<file path="src/rtl/fetch_if.sv">
// Bus bundle between the fetch unit, its instruction memory and the downstream instruction FIFO.
// The master side is the fetch unit; the slave side is memory, FIFO and pipeline control.
interface fetch_if #(
    parameter int XLEN = 32
);
    logic              fetch_en;
    logic              redirect_en;
    logic [XLEN-1:0]   redirect_pc;
    logic              mem_rd_en;
    logic [XLEN-1:0]   mem_addr;
    logic [XLEN-1:0]   mem_rd_data;
    logic              fifo_wr_en;
    logic [2*XLEN-1:0] fifo_data_in;
    logic              fifo_full;

    modport master (
        input  fetch_en, redirect_en, redirect_pc, mem_rd_data, fifo_full,
        output mem_rd_en, mem_addr, fifo_wr_en, fifo_data_in
    );

    modport slave (
        output fetch_en, redirect_en, redirect_pc, mem_rd_data, fifo_full,
        input  mem_rd_en, mem_addr, fifo_wr_en, fifo_data_in
    );
endinterface

</file>
<file path="src/rtl/fetch_unit.sv">
// Instruction fetch: streams sequential reads from a 1-cycle-latency memory into a FIFO,
// with a one-entry hold buffer absorbing a response that meets a full FIFO.
module fetch_unit #(
    parameter int              XLEN     = 32,
    parameter logic [XLEN-1:0] RESET_PC = '0
) (
    input  logic     clk,
    input  logic     rst,
    fetch_if.master  bus
);
    typedef enum logic [1:0] {IDLE, RUN, HOLD} state_t;

    state_t            state_q, state_d;
    logic [XLEN-1:0]   pc_q, pc_d;
    logic [XLEN-1:0]   pend_pc_q, pend_pc_d;
    logic              pend_q, pend_d;
    logic              hold_valid_q, hold_valid_d;
    logic [2*XLEN-1:0] hold_data_q, hold_data_d;
    logic              issue;
    logic [2*XLEN-1:0] resp_word;

    assign bus.mem_addr = pc_q;
    assign resp_word    = {pend_pc_q, bus.mem_rd_data};
    assign issue        = (state_q == RUN) && bus.fetch_en && !bus.fifo_full
                          && !hold_valid_q && !bus.redirect_en;

    always_comb begin
        state_d          = state_q;
        pc_d             = pc_q;
        pend_pc_d        = pend_pc_q;
        pend_d           = 1'b0;
        hold_valid_d     = hold_valid_q;
        hold_data_d      = hold_data_q;
        bus.mem_rd_en    = 1'b0;
        bus.fifo_wr_en   = 1'b0;
        bus.fifo_data_in = '0;

        if (bus.redirect_en) begin
            // Redirect flushes everything in flight, including a response arriving now.
            pc_d         = bus.redirect_pc;
            hold_valid_d = 1'b0;
            hold_data_d  = '0;
            state_d      = bus.fetch_en ? RUN : IDLE;
        end else begin
            if (issue) begin
                bus.mem_rd_en = 1'b1;
                pend_pc_d     = pc_q;
                pend_d        = 1'b1;
                pc_d          = pc_q + XLEN'(4);
            end

            // A response and a held word never coexist: capture only happens when full,
            // and no request is issued until the hold buffer drains.
            if (pend_q) begin
                if (!bus.fifo_full) begin
                    bus.fifo_wr_en   = 1'b1;
                    bus.fifo_data_in = resp_word;
                end else begin
                    hold_valid_d = 1'b1;
                    hold_data_d  = resp_word;
                end
            end else if (hold_valid_q && !bus.fifo_full) begin
                bus.fifo_wr_en   = 1'b1;
                bus.fifo_data_in = hold_data_q;
                hold_valid_d     = 1'b0;
            end

            case (state_q)
                IDLE: if (bus.fetch_en) state_d = RUN;
                RUN: begin
                    if (pend_q && bus.fifo_full)
                        state_d = HOLD;
                    else if (!bus.fetch_en && !pend_q && !hold_valid_q)
                        state_d = IDLE;
                end
                HOLD: if (!bus.fifo_full) state_d = RUN;
                default: state_d = IDLE;
            endcase
        end
    end

    always_ff @(posedge clk or posedge rst) begin
        if (rst) begin
            state_q      <= IDLE;
            pc_q         <= RESET_PC;
            pend_pc_q    <= '0;
            pend_q       <= 1'b0;
            hold_valid_q <= 1'b0;
            hold_data_q  <= '0;
        end else begin
            state_q      <= state_d;
            pc_q         <= pc_d;
            pend_pc_q    <= pend_pc_d;
            pend_q       <= pend_d;
            hold_valid_q <= hold_valid_d;
            hold_data_q  <= hold_data_d;
        end
    end
endmodule

</file>
<file path="src/flat_wrapper.sv">
// flat-port wrapper written by rule: the top's interface ports become plain ports
module fetch_unit_flat 
#(
    parameter int              XLEN     = 32,
    parameter logic [XLEN-1:0] RESET_PC = '0
)
  (clk, rst, bus_fetch_en, bus_redirect_en, bus_redirect_pc, bus_mem_rd_data, bus_fifo_full, bus_mem_rd_en, bus_mem_addr, bus_fifo_wr_en, bus_fifo_data_in);
  fetch_if #(.XLEN(XLEN)) bus_i ();
  input  logic clk;
  input  logic rst;
  input wire logic [$bits(bus_i.fetch_en)-1:0] bus_fetch_en;
  input wire logic [$bits(bus_i.redirect_en)-1:0] bus_redirect_en;
  input wire logic [$bits(bus_i.redirect_pc)-1:0] bus_redirect_pc;
  input wire logic [$bits(bus_i.mem_rd_data)-1:0] bus_mem_rd_data;
  input wire logic [$bits(bus_i.fifo_full)-1:0] bus_fifo_full;
  output wire logic [$bits(bus_i.mem_rd_en)-1:0] bus_mem_rd_en;
  output wire logic [$bits(bus_i.mem_addr)-1:0] bus_mem_addr;
  output wire logic [$bits(bus_i.fifo_wr_en)-1:0] bus_fifo_wr_en;
  output wire logic [$bits(bus_i.fifo_data_in)-1:0] bus_fifo_data_in;
  assign bus_i.fetch_en = bus_fetch_en;
  assign bus_i.redirect_en = bus_redirect_en;
  assign bus_i.redirect_pc = bus_redirect_pc;
  assign bus_i.mem_rd_data = bus_mem_rd_data;
  assign bus_i.fifo_full = bus_fifo_full;
  assign bus_mem_rd_en = bus_i.mem_rd_en;
  assign bus_mem_addr = bus_i.mem_addr;
  assign bus_fifo_wr_en = bus_i.fifo_wr_en;
  assign bus_fifo_data_in = bus_i.fifo_data_in;
  fetch_unit #(.XLEN(XLEN), .RESET_PC(RESET_PC)) u_core (.clk(clk), .rst(rst), .bus(bus_i));
endmodule
</file>
<file path="config.mk">
export PLATFORM = sky130hd
export DESIGN_NAME = fetch_unit_flat
export DESIGN_NICKNAME = d
export VERILOG_FILES = /design/src/rtl/fetch_if.sv /design/src/rtl/fetch_unit.sv /design/src/flat_wrapper.sv
export SDC_FILE = /design/constraint.sdc
export NUM_CORES = 1
export LEC_CHECK = 0
export ABC_CLOCK_PERIOD_IN_PS = 10200
export BUFFER_PORTS_ARGS = -buffer_cell sky130_fd_sc_hd__buf_2
export CORE_UTILIZATION = 38
export DETAILED_ROUTE_END_ITERATION = 8
export GPL_ROUTABILITY_DRIVEN = 0
export GPL_TIMING_DRIVEN = 0
export SETUP_SLACK_MARGIN = 0.05
export SLEW_MARGIN = 10
export SYNTH_ARGS = -nofsm -noshare
export SYNTH_HDL_FRONTEND = slang
export SYNTH_SLANG_ARGS = --single-unit
export TNS_END_PERCENT = 1
</file>
<file path="constraint.sdc">
create_clock -name clk -period 10.2 [get_ports clk]
set_input_delay 0.51 -clock clk [delete_from_list [all_inputs] [get_ports clk]]
set_output_delay 0.51 -clock clk [all_outputs]
set_load 0.05 [all_outputs]
</file>
After elaboration in Yosys (flattened, before gate mapping) --
Cells that the tools add are included. W data, S select, Z words.
Word-level totals: output and inout port bits 98, input port bits 69, bits in registers 132
Operators by class: reduce and logical (&&, ||, !) cells 22, bitwise logic cells 1, add/sub/neg operators 1, multiplexer cells 26, equality and inequality tests 6
Operators by type and width (count):
- $mux W64 | 7
- $mux W32 | 2
- $add A32 B3 Y32 const B | 1
- $mux W1 | 11
- $mux W2 | 5
- $ne A3 B3 Y1 const B | 3
- $logic_and A1 B1 Y1 | 8
- $pmux W2 S3 | 1
- $reduce_and A2 Y1 | 3
- $reduce_bool A2 Y1 | 3
- $logic_not A1 Y1 | 5
- $ne A4 B4 Y1 const B | 1
- $reduce_and A3 Y1 | 1
- $reduce_bool A3 Y1 | 1
- $eq A2 B1 Y1 const B | 1
- $eq A2 B2 Y1 const B | 1
- $logic_not A2 Y1 | 1
- $not A1 Y1 | 1

Longest topological paths before layout --
Gate-level depths: netlist of run 1.
depth in word-level cells 7, gate-level depth with buffers 6

Least setup slack after synthesis of run 1 --
OpenSTA, ideal clock, no wires.
kind input to output, start point in bus_fifo_full, end point out bus_fifo_data_in[23], stages on the path 6, arrival 2.182 ns, path slack 7.508 ns, cell sequence buf_2 -> nor3b_1 -> clkbuf_1 -> clkbuf_1 -> a22oi_1 -> nor2_1
Between the ends: longest elaborated chain between the ends 5, elaborated cells on any way between the ends 6
Ends and longest elaborated chain:
- start, declared | RTL line flat_wrapper.sv:15 | input wire logic [$bits(bus_i.fifo_full)-1:0] bus_fifo_full;
- $logic_not A1 Y1 | RTL line fetch_unit.sv:62 | end else if (hold_valid_q && !bus.fifo_full) begin
- $logic_and A1 B1 Y1 | RTL line fetch_unit.sv:62
- $mux W64 | RTL line fetch_unit.sv:62
- $mux W64 * | RTL line fetch_unit.sv:54 | if (pend_q) begin
- $mux W64 * | RTL line fetch_unit.sv:38 | if (bus.redirect_en) begin
- end, declared | RTL line flat_wrapper.sv:19 | output wire logic [$bits(bus_i.fifo_data_in)-1:0] bus_fifo_data_in;
Every way passes the cells marked *; elsewhere a longest branch is shown, timed or not.

Worst setup path in the final report of run 1 --
start point reg u_core.state_q[1], end point out bus_mem_rd_en
Between the ends: longest elaborated chain between the ends 7
Ends and longest elaborated chain:
- start, declared | RTL line fetch_unit.sv:13 | state_t state_q, state_d;
- start signal, assigned | RTL line fetch_unit.sv:91 | state_q <= state_d;
- $eq A2 B1 Y1 | RTL line fetch_unit.sv:24 | assign issue = (state_q == RUN) && bus.fetch_en && !bus.fifo_full
- $logic_and A1 B1 Y1 (2 in a row) | RTL line fetch_unit.sv:24
- $logic_and A1 B1 Y1 (2 in a row) | RTL line fetch_unit.sv:25 | && !hold_valid_q && !bus.redirect_en;
- $mux W1 | RTL line fetch_unit.sv:45 | if (issue) begin
- $mux W1 | RTL line fetch_unit.sv:38
- end, declared | RTL line flat_wrapper.sv:16 | output wire logic [$bits(bus_i.mem_rd_en)-1:0] bus_mem_rd_en;
Every way passes these cells.

==> metrics.md, run 1 <==
| Metric | Value |
|---|---|
| Status | finished, final reports clean |
| Final Skew | roughly 3.6 ps |
| # DRC | 0 |
| Vias in the first global route | between 5000 and 6000 |
| Die area | roughly 0.018 mm^2 |
| Area Growth Syn to Fin | 25.8% |
| Resized cells post-CTS | 0 |
| Pin count of the biggest net entering global routing | 81 |
| CP arrival | approximately 2800 ps |
| Sequential cell area fraction in the yosys report | 0.505 |
| Power Total | 0.00142 W |
| Row cnt | 47 |
| # Max-Cap Violations | 0 |
| CTS tree | built |
| N_diodes | 0 |
| I/O pin cnt | approximately 170 |
| Die Height | about 130 um |
| Starting Density | 0.391 |
| Final Setup Violations | 0 |
| Setup repair bufs after CTS | 0 |
| Layout cell share with drive strength beyond 1 | 0.249 |
| Tcrit/Tclk final | 0.327 |
| LEAKAGE | 3.58 nW |
| Clock power frac | 0.406 |
| Slew Viols, Final | 0 |
| #FFs+latches synth | between 100 and 150 |
| Synth area leader | dfrtp_1 |
| Mapped Area | roughly 0.0065 mm^2 |
| Final Net Count | 989 |
| Syn Area/Cell | around 9 um^2 |
| Mapped Cells | 734 |
| Total negative setup slack | 0 ps |
| RSZ-0062 raised after global routing | no |
| H-tree Lvls | 4 |
| Distinct cell type count of the synthesized netlist | 36 |
| PD cells | approximately 170 mW/mm^2 |
| Path depth of the worst reg2reg path | 4 |
| IO buf count | about 170 |
| Max FO, Critical Path | 10 |
| DRT antenna net count | 0 |
| Number of CTS-inserted buffers | 17 |
| Skew-Pair Late Insertion Delay | around 410 ps |
| 1st-iter DRT viols | 451 |
| Clock tree buffer depth | 2 |
| Vias | 6106 |
| Avg Vias per Cell | between 5 and 6 |
| First-pass GRT wire length | 30.8 mm |
| Hpwl dp | 13.4 mm |
| DR pass1 iterations | 5 |
| Die width | ~130 um |
| Synth top area share | 0.505 |
| All-Layer GR Usage | 0.224 |
| Sw Ratio | 0.282 |
| Post-cts hold buffer count | 0 |
| Sequential share of power | 0.451 |
| Clock root buffer | clkbuf_16 |
| Max Freq | ~300 MHz |
| Maximum vdd ir drop | around 0.00013 V |
| Initial antenna violation count | 0 |
| Core area | between 0.015 and 0.02 mm^2 |
| GRT overflow | 0 |
| Combinational Power Share | 0.143 |
| Slew margin rel. | 0.574 |
| Clock slew at reported path FFs | 50 ps |
| Total Wirelength | 19.2 mm |
| Hold crit path type | primary input to asynchronous set/reset pin |
| Main area contributors after synthesis | dfrtp_1 51%, nand2_1 8.8%, a22oi_1 7.4% |
| P_int | about 0.0010 W |
| Crit. End Element | output port |
| Worst Path Required | just under 10000 ps |
| Final Critical Period | between 3000 and 4000 ps |
| Yosys warning count | 0 |
| Synth Net Count | ~800 |
| Crit path kind | flip-flop to output port |
| Net Sw Power | between 0.0004 and 0.0005 W |
| Startpoint Class | flip-flop |
| Worst Tran Pin Value | approximately 640 ps |
| Endpoints failing hold | 0 |
| Avg WL per Cell | between 15 and 20 um |
| Clk sink count | 132 |
power by group through the flow:
stage	combinational (W)	sequential (W)	clock [W]
5_1_grt	0.000222	0.000648	0.000605
3_3_place_gp	0.000200	0.000646	0
6_report	0.000203	0.000639	0.000575
3_5_place_dp	0.000204	0.000648	0
2_1_floorplan	0.000106	0.000672	0
4_1_cts	0.000205	0.000639	0.000583
layout by cell type (no fill, tap or decap), types with 11 or more instances in the layout:
cell / n
a21oi_1: 67
a22oi_1: 64
a31oi_1: 15
buf_2: 167
clkbuf_1: 54
clkbuf_16: 17
dfrtp_1: 132
mux2_2: 31
nand2_1: 154
nand3_1: 17
nand4_1: 11
nor2_1: 84
o21ai_0: 16
o31ai_1: 14
or4_1: 18
area by class of cell:
| class | count | area [um^2] |
|---|---|---|
| Buffer | 61 | 231 |
| Clock buffer | 24 | 502 |
| Clock inverter | 5 | 50.0 |
| Fill cell | 1675 | 8480 |
| Inverter | 6 | 27.5 |
| Multi-Input combinational cell | 535 | 2980 |
| Sequential cell | 132 | 3300 |
| Tap cell | 220 | 275 |
| Timing Repair Buffer | 166 | 853 |
worst max-delay path: stages, from the launching register on:
cell and delay, ps:
dfrtp_1 440, nor4b_4 620, nand3_1 490, clkbuf_1 400
inv_1 190, buf_2 280
through the flow:
step            util  setup WS [ps]  hold WS, ps  area, um^2  instances
3_5_place_dp   0.459           7010          498        7670       1120
4_1_cts        0.492           6760          155        8220       1149
5_1_grt        0.492           6620          178        8220       1149
2_1_floorplan      -           6160          472        6540        734
6_report       0.492           6860          143        8220       1149
3_3_place_gp   0.457           4460          491        7640       1119
synth_stat cells:
cell type	number
mux2_2	31
nor4b_4	1
nor3b_1	2
buf_1	7
nor2b_1	3
o21ai_0	16
o211ai_1	3
or3_1	2
nor4_1	4
o31a_1	2
or2_2	2
a31oi_1	15
inv_1	5
clkinv_1	1
a22oi_1	64
buf_2	2
or4_1	18
and2_1	2
dfrtp_1	132
nor3_1	2
xnor2_1	5
and4_1	3
xor2_1	5
o22ai_1	1
or4b_2	1
nand2b_1	1
nor2_1	84
o31ai_1	14
clkbuf_1	52
nand4_1	11
a21oi_1	67
mux2i_1	2
ha_1	1
and3_1	2
nand2_1	154
nand3_1	17
worst paths after layout:
path | slack (ps) | startpoint | endpoint
setup / recovery | 6860 | u_core.state_q[1] | bus_mem_rd_en
hold / removal | 140 | rst | u_core.hold_data_q[24]
setup reg to reg | 7640 | u_core.state_q[1] | u_core.bus.mem_addr[25]
hold reg to reg | 510 | u_core.pend_pc_q[15] | u_core.pend_pc_q[15]
max in group asynchronous | 9290 | rst | u_core.bus.mem_addr[4]
min in group clk | 300 | bus_redirect_pc[7] | u_core.bus.mem_addr[7]
kinds of logic after synthesis:
group                    count (synthesis)  synth area share
AND/OR/NAND/NOR                        309             0.209
AO/OA/AOI/OAI                          182             0.175
buffers and inverters                   67            0.0389
multiplexers                            33            0.0565
XOR/XNOR                                10            0.0134
flip-flops                             132             0.505
adder cells (fa/ha/maj)                  1           0.00191
registers in the layout, indices dropped and copies added (netlist names):
signal,count
u_core.bus.mem_addr,32
u_core.hold_valid_q,1
u_core.hold_data_q,64
u_core.state_q,2
u_core.pend_q,1
u_core.pend_pc_q,32
per-layer routing:
layer,share of wire,wire [um],up-vias,global-route usage
met5,0,0,-,0
li1,-,-,2967,-
met2,0.45,8730,173,0.346
met4,0.015,294,0,0.0707
met1,0.48,9300,2946,0.320
met3,0.047,895,20,0.0388
Note: power is estimated with default switching activity, not from simulation.
==> run 2: changes to the inputs <==
--- a/config.mk
+++ b/config.mk
@@ -5,7 +5,8 @@
 export SDC_FILE = /design/constraint.sdc
 export NUM_CORES = 1
 export LEC_CHECK = 0
-export ABC_CLOCK_PERIOD_IN_PS = 10200
+export ABC_AREA = 1
+export ABC_CLOCK_PERIOD_IN_PS = 3300
 export BUFFER_PORTS_ARGS = -buffer_cell sky130_fd_sc_hd__buf_2
 export CORE_UTILIZATION = 38
 export DETAILED_ROUTE_END_ITERATION = 8
==> constraint.sdc (replaced) <==
create_clock -name clk -period 3.3 [get_ports clk]
set_input_delay 0.165 -clock clk [delete_from_list [all_inputs] [get_ports clk]]
set_output_delay 0.165 -clock clk [all_outputs]
set_load 0.05 [all_outputs]
==> metrics.md, run 2 <==
| Metric | Value |
|---|---|
| Total Wirelength | between 20 and 25 mm |
| Final Skew | between 6 and 7 ps |
| Reg2reg start | u_core.bus.mem_addr[2] |
| Setup repair bufs after CTS | 0 |
| CTS tree | built |
| N_diodes | 0 |
| Status | complete, but fails checks |
| Combinational Power Share | 0.176 |
| Avg WL per Cell | about 17 um |
| Number of flip-flops in the largest register | 64 |
| Clock slew at reported path FFs | 60 ps |
| Area Growth Syn to Fin | 27.4% |
| Tcrit/Tclk final | 0.707 |
| DP Worst Slack | 1430 ps |
| Die width | approximately 140 um |
| Clock tree buffer depth | 2 |
| 1st-iter DRT viols | approximately 500 |
| I/O pin cnt | 167 |
| Main area contributors after synthesis | dfrtp_1 47%, nand2_1 11%, nand3_1 9.7% |
| Skew-Pair Late Insertion Delay | between 400 and 500 ps |
| FILL cells | about 1800 |
| DR pass1 iterations | 7 |
| Number of CTS-inserted buffers | 17 |
| PD cells | between 500 and 600 mW/mm^2 |
| Hold Path Origin | bus_redirect_pc[7] |
| Clock power frac | 0.398 |
| Pin count of the biggest net entering global routing | 37 |
| Distinct cell type count of the synthesized netlist | 38 |
| Startpoint Class | flip-flop |
| Top_reg_cell synth | dfrtp_1 |
| Most frequent cell after synthesis | nand2_1 |
| Crit path kind | flip-flop to output port |
| Synth top area share | 0.469 |
| Largest reg by FF count | u_core.hold_data_q |
| Sequential cell area fraction in the yosys report | 0.469 |
| Vias | 7028 |
| Slew margin rel. | 0.458 |
| Die area | about 0.019 mm^2 |
| EDFF count, synth | 0 |
| LEAKAGE | between 4 and 5 nW |
| Most common cell after layout, fill and taps aside | nand2_1 |
| Row cnt | just under 50 |
| GRT overflow | 0 |
| Slew Viols, Final | 0 |
| Resized cells post-CTS | 0 |
| Maximum vdd ir drop | 0.000394 V |
| Die Height | 138 um |
| Hpwl dp | approximately 17 mm |
| Total negative setup slack | 0 ps |
| Max FO, Critical Path | 10 |
| Post-cts hold buffer count | 16 |
| All-Layer GR Usage | 0.243 |
| Yosys warning count | 0 |
| Final Net Count | roughly 1200 |
| Mapped Cells | between 800 and 900 |
| #FFs+latches synth | around 130 |
| DRT antenna net count | 0 |
| First-pass GRT wire length | between 30 and 40 mm |
| Crit. End Element | output port |
| Synth top cells by count | 201 x nand2_1, 137 x nand3_1, 132 x dfrtp_1 |
| Net Sw Power | 0.00144 W |
| Vias in the first global route | ~6600 |
| # DRC | 20 |
| Sw Ratio | 0.308 |
| Mapped Area | 0.00705 mm^2 |
| Worst Tran Pin Value | a little over 800 ps |
| Core area | 0.0181 mm^2 |
| Synth Net Count | ~960 |
| Post-synth ARST share | 1.00 |
| Worst Path Required | roughly 3100 ps |
| Layout cell share with drive strength beyond 1 | 0.248 |
| Most frequent cells in the layout | 201 x nand2_1, 197 x buf_2, 137 x nand3_1, 132 x dfrtp_1, 122 x o21ai_0 |
| IO buf count | roughly 170 |
| Synth area leader | dfrtp_1 |
| Hold crit path type | primary input to flip-flop |
| Final Critical Period | between 2000 and 2500 ps |
| Avg Vias per Cell | between 5 and 6 |
| CP Launch Point | u_core.pend_q |
| Syn Area/Cell | slightly below 8 um^2 |
| Max Freq | around 430 MHz |
| # Max-Cap Violations | 0 |
| Starting Density | 0.390 |
| Final Setup Violations | 0 |
| Initial antenna violation count | 0 |
| Sequential share of power | 0.425 |
| Failing checks | design-rule violations |
| CP arrival | between 2000 and 2500 ps |
| Endpoints failing hold | 0 |
| RSZ-0062 raised after global routing | no |
| P_int | 0.00325 W |
| H-tree Lvls | 4 |
| Clock root buffer | clkbuf_16 |
| Fin worst setup slack | 966 ps |
| Clk sink count | 132 |
run 2: area by class of cell:
type                    count  area, um^2  share of cell area
plain buffers              59         327              0.0364
flip-flops and latches    132        3300               0.368
repair buffers            185        1070               0.119
clock inverters            11         136              0.0152
clock buffers              20         437              0.0486
inverters                  66         251              0.0280
well taps                 229         287              0.0319
multi-input cells         636        3170               0.353
run 2: stage by stage:
step	power [W]	hold WS (ps)	util	instance area (um^2)	cells
global route	0.00490	7.89	0.496	8980	1338
finish	0.00469	16.1	0.496	8980	1338
CTS	0.00471	1.75	0.496	8980	1338
floorplan	0.00254	282	-	7050	893
global placement	0.00280	377	0.451	8160	1287
detailed placement	0.00283	232	0.456	8240	1291
run 2: kinds of logic (layout without fill, tap and decap cells):
family / Yosys count / after routing / share of synthesized area
flops: 132 / 132 / 0.469
simple gates: 439 / 439 / 0.280
fa+ha+maj: 1 / 1 / 0.00178
compound gates: 181 / 181 / 0.147
mux: 6 / 6 / 0.00959
xor+xnor: 9 / 9 / 0.0112
buf+inv: 125 / 341 / 0.0815
run 2: path summary, 6_finish.rpt:
| kind | slack (ps) | to | depth (start not counted) |
|---|---|---|---|
| worst max-delay path | 970 | bus_fifo_data_in[36] | 7 |
| worst min-delay path | 20 | u_core.bus.mem_addr[7] | 3 |
| worst max register to register | 1560 | u_core.bus.mem_addr[24] | 8 |
| worst min register to register | 480 | u_core.pend_pc_q[3] | 2 |
| max in group asynchronous | 2200 | u_core.hold_data_q[42] | 5 |
| min in group asynchronous | 330 | u_core.pend_pc_q[30] | 3 |
run 2: critical path, cell delays in order, from the launching register on:
cell	delay, ps
dfrtp_1	370
inv_1	90
nor2_4	230
inv_2	60
buf_2	180
buf_2	200
o21ai_0	290
buf_2	330
run 2: power groups by stage:
stage | registers (W) | clock network [W] | logic (W)
finish | 0.00200 | 0.00187 | 0.000827
global route | 0.00202 | 0.00197 | 0.000916
CTS | 0.00199 | 0.00190 | 0.000831
detailed placement | 0.00201 | 0 | 0.000813
global placement | 0.00201 | 0 | 0.000793
floorplan | 0.00212 | 0 | 0.000419
run 2: per-layer routing:
metal / vias to the layer above / GRT usage / wire (um)
li1: 3410 / - / -
met4: 0 / 0.0828 / 426
met1: 3332 / 0.330 / 10300
met5: - / 0 / 0
met3: 26 / 0.0430 / 1400
met2: 260 / 0.393 / 10700
